## src/rtl/i2s_rx_capture.sv

```systemverilog
// I2S master receiver: generates SCK/WS from the system clock, deserialises one
// channel of SD MSB-first and presents each sample on a valid/ready interface.
module i2s_rx_capture #(
  parameter int unsigned CLK_DIV     = 4,
  parameter int unsigned SLOT_BITS   = 32,
  parameter int unsigned SAMPLE_BITS = 16,
  parameter int unsigned CHANNEL     = 0
) (
  input  logic                   clk,
  input  logic                   rst,
  input  logic                   enable,
  output logic                   i2s_sck,
  output logic                   i2s_ws,
  input  logic                   i2s_sd,
  output logic [SAMPLE_BITS-1:0] sample_out,
  output logic                   sample_valid,
  input  logic                   sample_ready,
  output logic                   overrun
);

  localparam int unsigned FRAME_BITS = 2 * SLOT_BITS;
  localparam int unsigned DIV_W      = $clog2(CLK_DIV);
  localparam int unsigned BIT_W      = $clog2(FRAME_BITS);

  logic [DIV_W-1:0]       div_cnt_q, div_cnt_d;
  logic [BIT_W-1:0]       bit_cnt_q, bit_cnt_d;
  logic                   sck_q, sck_d;
  logic                   ws_q, ws_d;
  logic [SAMPLE_BITS-1:0] shift_q, shift_d;
  logic [SAMPLE_BITS-1:0] sample_q, sample_d;
  logic                   valid_q, valid_d;
  logic                   overrun_q, overrun_d;

  logic                   tick_c, rise_c, fall_c;
  logic                   in_right_c, capture_c, load_c, consume_c;
  logic [BIT_W-1:0]       pos_c, bit_next_c;
  logic [SAMPLE_BITS-1:0] shift_in_c;

  // Event decode: divider terminal count, SCK edge direction, slot position
  always_comb begin
    tick_c     = (div_cnt_q == DIV_W'(CLK_DIV - 1));
    rise_c     = enable & tick_c & ~sck_q;
    fall_c     = enable & tick_c & sck_q;
    in_right_c = (bit_cnt_q >= BIT_W'(SLOT_BITS));
    pos_c      = in_right_c ? (bit_cnt_q - BIT_W'(SLOT_BITS)) : bit_cnt_q;
    bit_next_c = (bit_cnt_q == BIT_W'(FRAME_BITS - 1)) ? '0 : (bit_cnt_q + BIT_W'(1));
    capture_c  = rise_c & (in_right_c == (CHANNEL != 0)) &
                 (pos_c >= BIT_W'(1)) & (pos_c <= BIT_W'(SAMPLE_BITS));
    load_c     = capture_c & (pos_c == BIT_W'(SAMPLE_BITS));
    shift_in_c = {shift_q[SAMPLE_BITS-2:0], i2s_sd};
    consume_c  = valid_q & sample_ready;
  end

  // Next-state: clock generation, shifter, output handshake
  always_comb begin
    div_cnt_d = div_cnt_q;
    bit_cnt_d = bit_cnt_q;
    sck_d     = sck_q;
    ws_d      = ws_q;
    shift_d   = shift_q;
    sample_d  = sample_q;
    valid_d   = valid_q;
    overrun_d = 1'b0;

    if (!enable) begin
      div_cnt_d = '0;
      bit_cnt_d = '0;
      sck_d     = 1'b0;
      ws_d      = 1'b0;
      shift_d   = '0;
    end else begin
      if (tick_c) begin
        div_cnt_d = '0;
        sck_d     = ~sck_q;
      end else begin
        div_cnt_d = div_cnt_q + DIV_W'(1);
      end
      if (fall_c) begin
        bit_cnt_d = bit_next_c;
        ws_d      = (bit_next_c >= BIT_W'(SLOT_BITS));
      end
      if (capture_c) begin
        shift_d = shift_in_c;
      end
    end

    // A new sample wins over consumption; overwrite without a taker is an overrun
    if (load_c) begin
      sample_d  = shift_in_c;
      valid_d   = 1'b1;
      overrun_d = valid_q & ~sample_ready;
    end else if (consume_c) begin
      valid_d = 1'b0;
    end
  end

  always_ff @(posedge clk or posedge rst) begin
    if (rst) begin
      div_cnt_q <= '0;
      bit_cnt_q <= '0;
      sck_q     <= 1'b0;
      ws_q      <= 1'b0;
      shift_q   <= '0;
      sample_q  <= '0;
      valid_q   <= 1'b0;
      overrun_q <= 1'b0;
    end else begin
      div_cnt_q <= div_cnt_d;
      bit_cnt_q <= bit_cnt_d;
      sck_q     <= sck_d;
      ws_q      <= ws_d;
      shift_q   <= shift_d;
      sample_q  <= sample_d;
      valid_q   <= valid_d;
      overrun_q <= overrun_d;
    end
  end

  assign i2s_sck      = sck_q;
  assign i2s_ws       = ws_q;
  assign sample_out   = sample_q;
  assign sample_valid = valid_q;
  assign overrun      = overrun_q;

endmodule

```

## config.mk

```make
export PLATFORM = sky130hd
export DESIGN_NAME = i2s_rx_capture
export DESIGN_NICKNAME = d
export VERILOG_FILES = /design/src/rtl/i2s_rx_capture.sv
export SDC_FILE = /design/constraint.sdc
export NUM_CORES = 1
export LEC_CHECK = 0
export ABC_AREA = 0
export CAP_MARGIN = 10
export CORE_ASPECT_RATIO = 0.9
export CORE_MARGIN = 2
export CORE_UTILIZATION = 49
export DETAILED_ROUTE_END_ITERATION = 7
export HOLD_SLACK_MARGIN = 0.15
export MAX_ROUTING_LAYER = met4
export PLACE_DENSITY = 0.75
export SYNTH_ARGS = -nofsm -noshare
export SYNTH_HDL_FRONTEND = slang
export SYNTH_SLANG_ARGS = --single-unit
```

## constraint.sdc

```tcl
create_clock -name clk -period 1.52 [get_ports clk]
set_input_delay 0.38 -clock clk [delete_from_list [all_inputs] [get_ports clk]]
set_output_delay 0.38 -clock clk [all_outputs]
set_load 0.1 [all_outputs]
```

# --- Word level (Yosys, flattened, before mapping) ---
# Index checks and enable logic that the tools add are counted.
word_totals:
  ff_bits: 43
  output_inout_bits: 20
classes:
  magnitude_cmp: 4
  n_reduce_logical: 1
  mux: 15
  bitwise_logic: 12
  add_sub_neg: 3
  n_eq_ne: 6
op_table:
  columns: ["operator", "count"]
  rows:
  - ["15-bit 2-to-1 mux", 2]
  - ["6-bit 2-to-1 mux", 4]
  - ["6-bit greater-or-equal comparator (second input constant)", 2]
  - ["1-bit AND", 9]
  - ["1-bit 2-to-1 mux", 7]
  - ["6-bit by 1-bit adder with 6-bit output (second input constant)", 1]
  - ["6-bit by 5-bit equality test with 1-bit output (second input constant)", 1]
  - ["6-bit equality test (second input constant)", 1]
  - ["6-bit by 1-bit greater-or-equal comparator with 1-bit output (second input constant)", 1]
  - ["6-bit by 5-bit less-or-equal comparator with 1-bit output (second input constant)", 1]
  - ["2-bit by 1-bit != test with 1-bit output (second input constant)", 3]
  - ["6-bit subtractor (second input constant)", 1]
  - ["2-bit 2-to-1 mux", 2]
  - ["1-bit NOT", 3]
  - ["2-bit by 1-bit adder with 2-bit output (second input constant)", 1]
  - ["2-bit equality test (second input constant)", 1]
  - ["2-bit nonzero test", 1]

# --- Depth between registers and ports, before layout ---
depth:
  word_depth: 8
  depth_mapped: 7
  mapped_depth_nobuf: 6

# --- Least setup slack after synthesis ---
# Ideal clock, no wire load.
synth_path:
  kind: "flip-flop to flip-flop"
  from: "register sck_q, in the netlist i2s_sck"
  to: "register bit_cnt_q[3]"
  slack_ns: -0.516
  t_required_ns: 1.433
  setup_ns: 0.087
  stages_incl_launch_ff: 4
  n_path_buf: 0
  arrival_ns: 1.949
  cell_sequence: "dfrtp_1 > nand2_1 > or4_1 > o211ai_1"
synth_via:
  elab_chain_len: 2
synth_rtl:
  columns: ["item", "line_no", "source"]
  rows:
  - ["start: declaration", "27", "logic sck_q, sck_d;"]
  - ["start signal: assignment", "110", "sck_q <= sck_d;"]
  - ["1-bit AND", "43", "fall_c = enable & tick_c & sck_q;"]
  - ["2-bit by 1-bit != test with 1-bit output (no line)", null, null]
  - ["end signal: assignment", "109", "bit_cnt_q <= bit_cnt_d;"]
  - ["end: declaration", "26", "logic [BIT_W-1:0] bit_cnt_q, bit_cnt_d;"]
# No other way between the ends.
# A chain may end at the register's enable or synchronous reset.

# --- Final worst setup path ---
layout_path:
  from: "register div_cnt_q[0]"
  to: "register sample_q[9], in the netlist sample_out[9]"
layout_via:
  elab_chain_len: 7
layout_rtl:
  columns: ["item", "line_no", "source"]
  rows:
  - ["start: declaration", "25", "logic [DIV_W-1:0] div_cnt_q, div_cnt_d;"]
  - ["start signal: assignment", "108", "div_cnt_q <= div_cnt_d;"]
  - ["2-bit equality test", "41", "tick_c = (div_cnt_q == DIV_W'(CLK_DIV - 1));"]
  - ["1-bit AND (2 in a row)", "42", "rise_c = enable & tick_c & ~sck_q;"]
  - ["1-bit AND (2 in a row)", "47", "capture_c = rise_c & (in_right_c == (CHANNEL != 0)) &"]
  - ["1-bit AND", "48", "(pos_c >= BIT_W'(1)) & (pos_c <= BIT_W'(SAMPLE_BITS));"]
  - ["1-bit AND", "49", "load_c = capture_c & (pos_c == BIT_W'(SAMPLE_BITS));"]
  - ["end signal: assignment", "113", "sample_q <= sample_d;"]
  - ["end: declaration", "30", "logic [SAMPLE_BITS-1:0] sample_q, sample_d;"]
# No other way between the ends.

==> metrics.md <==
| Metric | Value |
|---|---|
| RD Place Congestion | `0.850` |
| Row cnt | `21` |
| Seq/Total Area, Yosys | `56.4%` |
| Final wirelength | `3610 µm` |
| Violated checks | `setup timing` |
| Drt pass-1 iters | `4` |
| WP data required | `1680 ps` |
| Max IR drop VDD | `755 µV` |
| Synthesized Nets | `159` |
| Pleak | `1.37 nW` |
| Pwr dens | `782 nW/µm²` |
| Critical-path cell list | `ha_2 -> and4bb_1 -> nand4_2 -> buf_12 -> mux2_4` |
| Starting density of the core | `51.2%` |
| Initial antenna violation count | `0` |
| Final Max Slew Viols | `0` |
| Register area | `1080 µm²` |
| DIE WIDTH | `69.8 µm` |
| Endpoints failing setup | `1` |
| CP top delay family | `flip-flops` |
| RSZ-0062 raised after global routing | `yes` |
| Number of buffers added on ports | `24` |
| Pre-CTS WS | `-326 ps` |
| HPWL Detailed | `2510 µm` |
| Post-Syn Area per Cell | `12.8 µm²` |
| Final period util | `100%` |
| Ys async rst share | `100%` |
| Max Buffers Root-to-Sink | `2` |
| TritonCTS clock tree | `built` |
| Critical-path maximum fanout | `20` |
| Via Count | `1251` |
| CP bufs+invs | `1` |
| Largest net degree at the start of global routing | `34` |
| Netlist Area Pre-Place | `1910 µm²` |
| Final Hold Viols | `0` |
| Status | `finished, violations left` |
| Synth area leaders | `dfrtp_1, mux2_4, mux2i_1` |
| Layout Nets | `204` |
| First-pass GRT wire length | `6220 µm` |
| Kind of critical path | `register to register` |
| Share of the synthesized area in the top cell type | `56.4%` |
| Final setup margin | `-2.15 ps` |
| CTS Buf Count | `5` |
| Filler instances | `258` |
| Htree depth | `2` |
| CTS clk-pin slew, worst paths | `80 ps` |
| CP peak stage delay | `390 ps` |
| Detailed-route vias per instance | `5.21` |
| Worst rel slew slack | `73.8%` |
| Congestion Overflow GR | `0` |
| Worst min-delay path category | `primary input to asynchronous set/reset pin` |
| Area Growth Syn to Fin | `40.7%` |
| Layout Utilization | `72.0%` |
| Netlist cell types | `29` |
| Final Power | `2.10 mW` |
| Critical path's slowest cell | `dfrtp_1` |
| Synthesis-stage register bit count | `43` |
| Post-DRT Antenna Nets | `0` |
| Crit. End Element | `register` |
| Placed cell count | `229` |
| Design area | `2690 µm²` |
| Routed wire length per instance | `15.1 µm` |
| Most frequent cell after synthesis | `dfrtp_1` |
| DRT iter0 DRCs | `49` |
| Vias in the first global route | `1349` |
| Layout cells sized above 1 | `36.1%` |
| GRT Overall Usage | `18.2%` |
| Element type at the critical path start | `register` |
| Die area | `4410 µm²` |
| Clk Latency, worst-skew pair | `290 ps` |
| CTS Root Cell | `clkbuf_8` |
| Cell taking the most area after synthesis | `dfrtp_1` |
| Max-cap violation count | `0` |
| Fin crit period | `1520 ps` |
| CTS sink count | `43` |
| Fin cells | `240` |
| Setup Skew | `11.7 ps` |
| Worst EP arrival | `1690 ps` |
| Ys Warns | `0` |
| Commonest cells in the netlist | `dfrtp_1, nand2_1, mux2i_1` |
| IO Count | `25` |
| Number of synthesized flops with an enable pin | `0` |
| Residual DRC | `0` |
| Top FF cell, synth | `dfrtp_1` |
| Fmax | `657 MHz` |
| Core Area | `3730 µm²` |
| Placed Area | `2520 µm²` |
| Die Y | `63.2 µm` |
| Multi-input gate area | `783 µm²` |
| ANT cells | `0` |
| Worst-Margin Slew | `390 ps` |
| Post-Syn Instances | `149` |
[final cells by class]
class | instances | share of cell area, %
Timing Repair Buffer | 44 | 24.0
Multi-Input combinational cell | 95 | 29.2
Inverter | 5 | 0.699
Sequential cell | 43 | 40.2
Clock buffer | 6 | 2.70
Tap cell | 46 | 2.14
Clock inverter | 1 | 1.12
[worst register-to-register path, stage by stage (launching register included)]
cell and delay (ps):
dfrtp_1 390, ha_2 190, and4bb_1 220, nand4_2 90
buf_12 190, mux2_4 320
[stage by stage]
stage / hold WS, ps / TNS (ps)
after floorplan: 409 / -2650
after global placement: 424 / -7810
after detailed placement: 434 / -8140
after CTS: 454 / 0
after global routing: 473 / -473
final: 456 / -2.15
[cell families after synthesis]
group | after synthesis | share of synthesized area, %
buffers and inverters | 11 | 3.54
DFF | 43 | 56.4
adders and majority gates | 5 | 3.28
and+or+nand+nor | 47 | 12.5
xor gates and xnor gates | 5 | 2.29
muxes | 29 | 18.9
AOI/OAI and AO/OA | 9 | 3.21
[path summary, 6_finish.rpt]
kind | cells after the start | slack, ps | to | startpoint
worst max-delay path | 5 | -2 | sample_out[9]$_DFFE_PP0P_ | div_cnt_q[0]$_DFF_PP0_
worst min-delay path | 3 | 460 | i2s_ws$_DFFE_PP0P_ | rst
worst max register to register | 5 | -2 | sample_out[9]$_DFFE_PP0P_ | div_cnt_q[0]$_DFF_PP0_
worst min register to register | 1 | 510 | sample_out[10]$_DFFE_PP0P_ | shift_q[9]$_DFFE_PP0P_
max in group asynchronous | 3 | 870 | i2s_sck$_DFFE_PP0P_ | rst
min in group clk | 1 | 510 | sample_out[10]$_DFFE_PP0P_ | shift_q[9]$_DFFE_PP0P_
[per-layer routing]
metal	global-route usage, %	vias up	wire, µm
li1	-	592	-
met1	25.7	622	1770
met2	26.4	33	1640
met3	4.00	4	172
met4	5.77	0	36
met5	-	-	0
[power by group]
| part | internal, mW | switching, mW | total (mW) |
|---|---|---|---|
| Combinational | 0.0460 | 0.0627 | 0.109 |
| Clock | 0.482 | 0.356 | 0.837 |
| Sequential | 1.15 | 0.00362 | 1.15 |
| Total | 1.68 | 0.422 | 2.10 |
[layout by cell type, fill, tap and decap left out, types with 2 or more instances in the layout]
cell             synthesis  final
and2_1                   4      4
buf_12                   0     23
buf_4                    1     16
clkbuf_8                 0      5
clkdlybuf4s50_1          0      3
dfrtp_1                 43     42
ha_2                     0      4
inv_1                    5      3
inv_2                    0      2
mux2_4                  14     14
mux2i_1                 15     15
nand2_1                 23     23
nand3_1                  7      7
nor2_1                   3      3
nor2b_1                  2      2
o21ai_0                  4      4
xnor2_1                  4      4
[registers in the layout, summed over array words and instances (netlist names)]
signal / flops
shift_q: 15
sample_valid: 1
overrun: 1
div_cnt_q: 2
sample_out: 16
i2s_ws: 1
bit_cnt_q: 6
i2s_sck: 1
[repair_timing]
action | 4_1_cts | 5_1_grt
buffers inserted | 0 | 3
hold buffers | 0 | 0
setup endpoints to repair | 15 | 30
gates resized for setup | 3 | 5
cloned | 0 | 1
pin swaps | 0 | 2
Power figures use the tool's default switching activity.
==> patch: new RTL, config.mk and constraints unchanged <==
`CLK_DIV`: 4 -> 8.
--- a/src/rtl/i2s_rx_capture.sv
+++ b/src/rtl/i2s_rx_capture.sv
@@ -1,7 +1,7 @@
 // I2S master receiver: generates SCK/WS from the system clock, deserialises one
 // channel of SD MSB-first and presents each sample on a valid/ready interface.
 module i2s_rx_capture #(
-  parameter int unsigned CLK_DIV     = 4,
+  parameter int unsigned CLK_DIV     = 8,
   parameter int unsigned SLOT_BITS   = 32,
   parameter int unsigned SAMPLE_BITS = 16,
   parameter int unsigned CHANNEL     = 0
Function: changed (a bounded check fails within 10 cycles, from zero or initial values and one cycle with rst high).
==> patch against the unedited design <==
- the flow still finishes with violations (negative setup slack)
- design area increased by 5.6%
- wire length increased by 12%
- clock power increased by 7.2%
- area after synthesis increased by 0.85%
- via count increased by 12%
- final cell count increased by 7.1%
- total power increased by 2.3%
- worst setup slack got worse by 0.44 ns
- highest routed layer unchanged
- clock skew increased by 0.0027 ns
- critical endpoint is now shift_q[8]
- synthesized cell count increased by 11%
- fmax decreased by 23%
- combinational power decreased by 35%
- sequential cell count increased by 1
- worst hold slack got worse by 0.0099 ns
==> patch: results (changes against the unedited design) <==
{| class="wikitable"
! Metric !! Value
|-
| Inst Count DP || 245 (was 229)
|-
| Total number of vias || 1400 (was 1251)
|-
| Share of total power consumed by net switching || 0.213 (was 0.201)
|-
| Met3 GRT Util || 0.0512 (was 0.0400)
|-
| Post-Synthesis Net Count || 177 (was 159)
|-
| CLK BUF || 5 (was 6)
|-
| Worst Setup Slack, final || -0.446 ns (was -0.00215 ns)
|-
| Family with the most delay on the worst path || compound AO/OA/AOI/OAI gates (was flip-flops)
|-
| Violated checks || negative setup slack (unchanged)
|-
| Multi-input gates || 109 (was 95)
|-
| Clock Skews || 0.0144 ns (was 0.0117 ns)
|-
| Met1 routing resource usage after global routing || 0.235 (was 0.257)
|-
| Buffers outside the clock class || 46 (was 44)
|-
| Final-report setup violation count || 33 (was 1)
|-
| Peak per-stage delay on the critical path || 0.41 ns (was 0.39 ns)
|-
| Number of cells produced by synthesis || 166 (was 149)
|-
| Final routed wire length divided by cell count || 15.8 um (was 15.1 um)
|-
| CP arrival || 2.19 ns (was 1.69 ns)
|-
| Outcome || complete, but fails checks (unchanged)
|-
| VDD IR-drop max || 0.587 mV (was 0.755 mV)
|-
| Top area cells in the synthesized netlist || sky130_fd_sc_hd__dfrtp_1, sky130_fd_sc_hd__nand2_1, sky130_fd_sc_hd__mux2_4, sky130_fd_sc_hd__mux2_2, sky130_fd_sc_hd__ha_1 (was sky130_fd_sc_hd__dfrtp_1, sky130_fd_sc_hd__mux2_4, sky130_fd_sc_hd__mux2i_1, sky130_fd_sc_hd__nand2_1, sky130_fd_sc_hd__ha_1)
|-
| Synthesized-area fraction occupied by adder cells || 0.0390 (was 0.0328)
|-
| Worst hold margin || 0.446 ns (was 0.456 ns)
|-
| Met1 wire length || 1670 um (was 1770 um)
|-
| Storage element area || 1100 sq um (was 1080 sq um)
|-
| Global router's overall resource usage || 0.202 (was 0.182)
|-
| Top post-synthesis cells by count || sky130_fd_sc_hd__dfrtp_1, sky130_fd_sc_hd__nand2_1, sky130_fd_sc_hd__o21ai_0 (was sky130_fd_sc_hd__dfrtp_1, sky130_fd_sc_hd__nand2_1, sky130_fd_sc_hd__mux2i_1)
|-
| Reg2Reg Launch Point || bit_cnt_q[1] (was div_cnt_q[0])
|-
| Setup Total Neg Slack || -12.99 ns (was -0.00215 ns)
|-
| Share of synthesized area spent on multiplexers || 0.111 (was 0.189)
|-
| Proportion of layout cells with a drive suffix above 1 || 0.483 (was 0.361)
|-
| Detailed placement HPWL || 2440 um (was 2510 um)
|-
| Highest fanout seen on the critical path || 8 (was 20)
|-
| Violation count after the first detailed-routing iteration || 133 (was 49)
|-
| Clk pwr share || 0.418 (was 0.399)
|-
| GR met2 Demand/Resource || 0.333 (was 0.264)
|-
| Depth of the most critical reg-to-reg path || 8 (was 5)
|-
| Cells resized by post-CTS repair || 35 (was 3)
|-
| Post-CTS setup buffer count || 1 (was 0)
|-
| Inverters, non-clock || 4 (was 5)
|-
| Final Wtd Congestion || 0.825 (was 0.850)
|}
## patch: changes by cell type after synthesis, moves of 4 or more
| cell | unedited run | this run |
|---|---|---|
| sky130_fd_sc_hd__nand3_1 | 7 | 3 |
| sky130_fd_sc_hd__mux2_4 | 14 | 9 |
| sky130_fd_sc_hd__nand2_1 | 23 | 38 |
| sky130_fd_sc_hd__mux2i_1 | 15 | 0 |
| sky130_fd_sc_hd__mux2_2 | 0 | 7 |
| sky130_fd_sc_hd__o21ai_0 | 4 | 15 |
## patch: stage by stage
| step | setup slack, ns | util | area, sq um |
|---|---|---|---|
| 2_1_floorplan | -0.465 | - | 1930 |
| 3_3_place_gp | -0.464 | 0.674 | 2530 |
| 3_5_place_dp | -0.509 | 0.674 | 2530 |
| 4_1_cts | -0.399 | 0.729 | 2740 |
| 5_1_grt | -0.507 | 0.755 | 2840 |
| 6_report | -0.446 | 0.755 | 2840 |
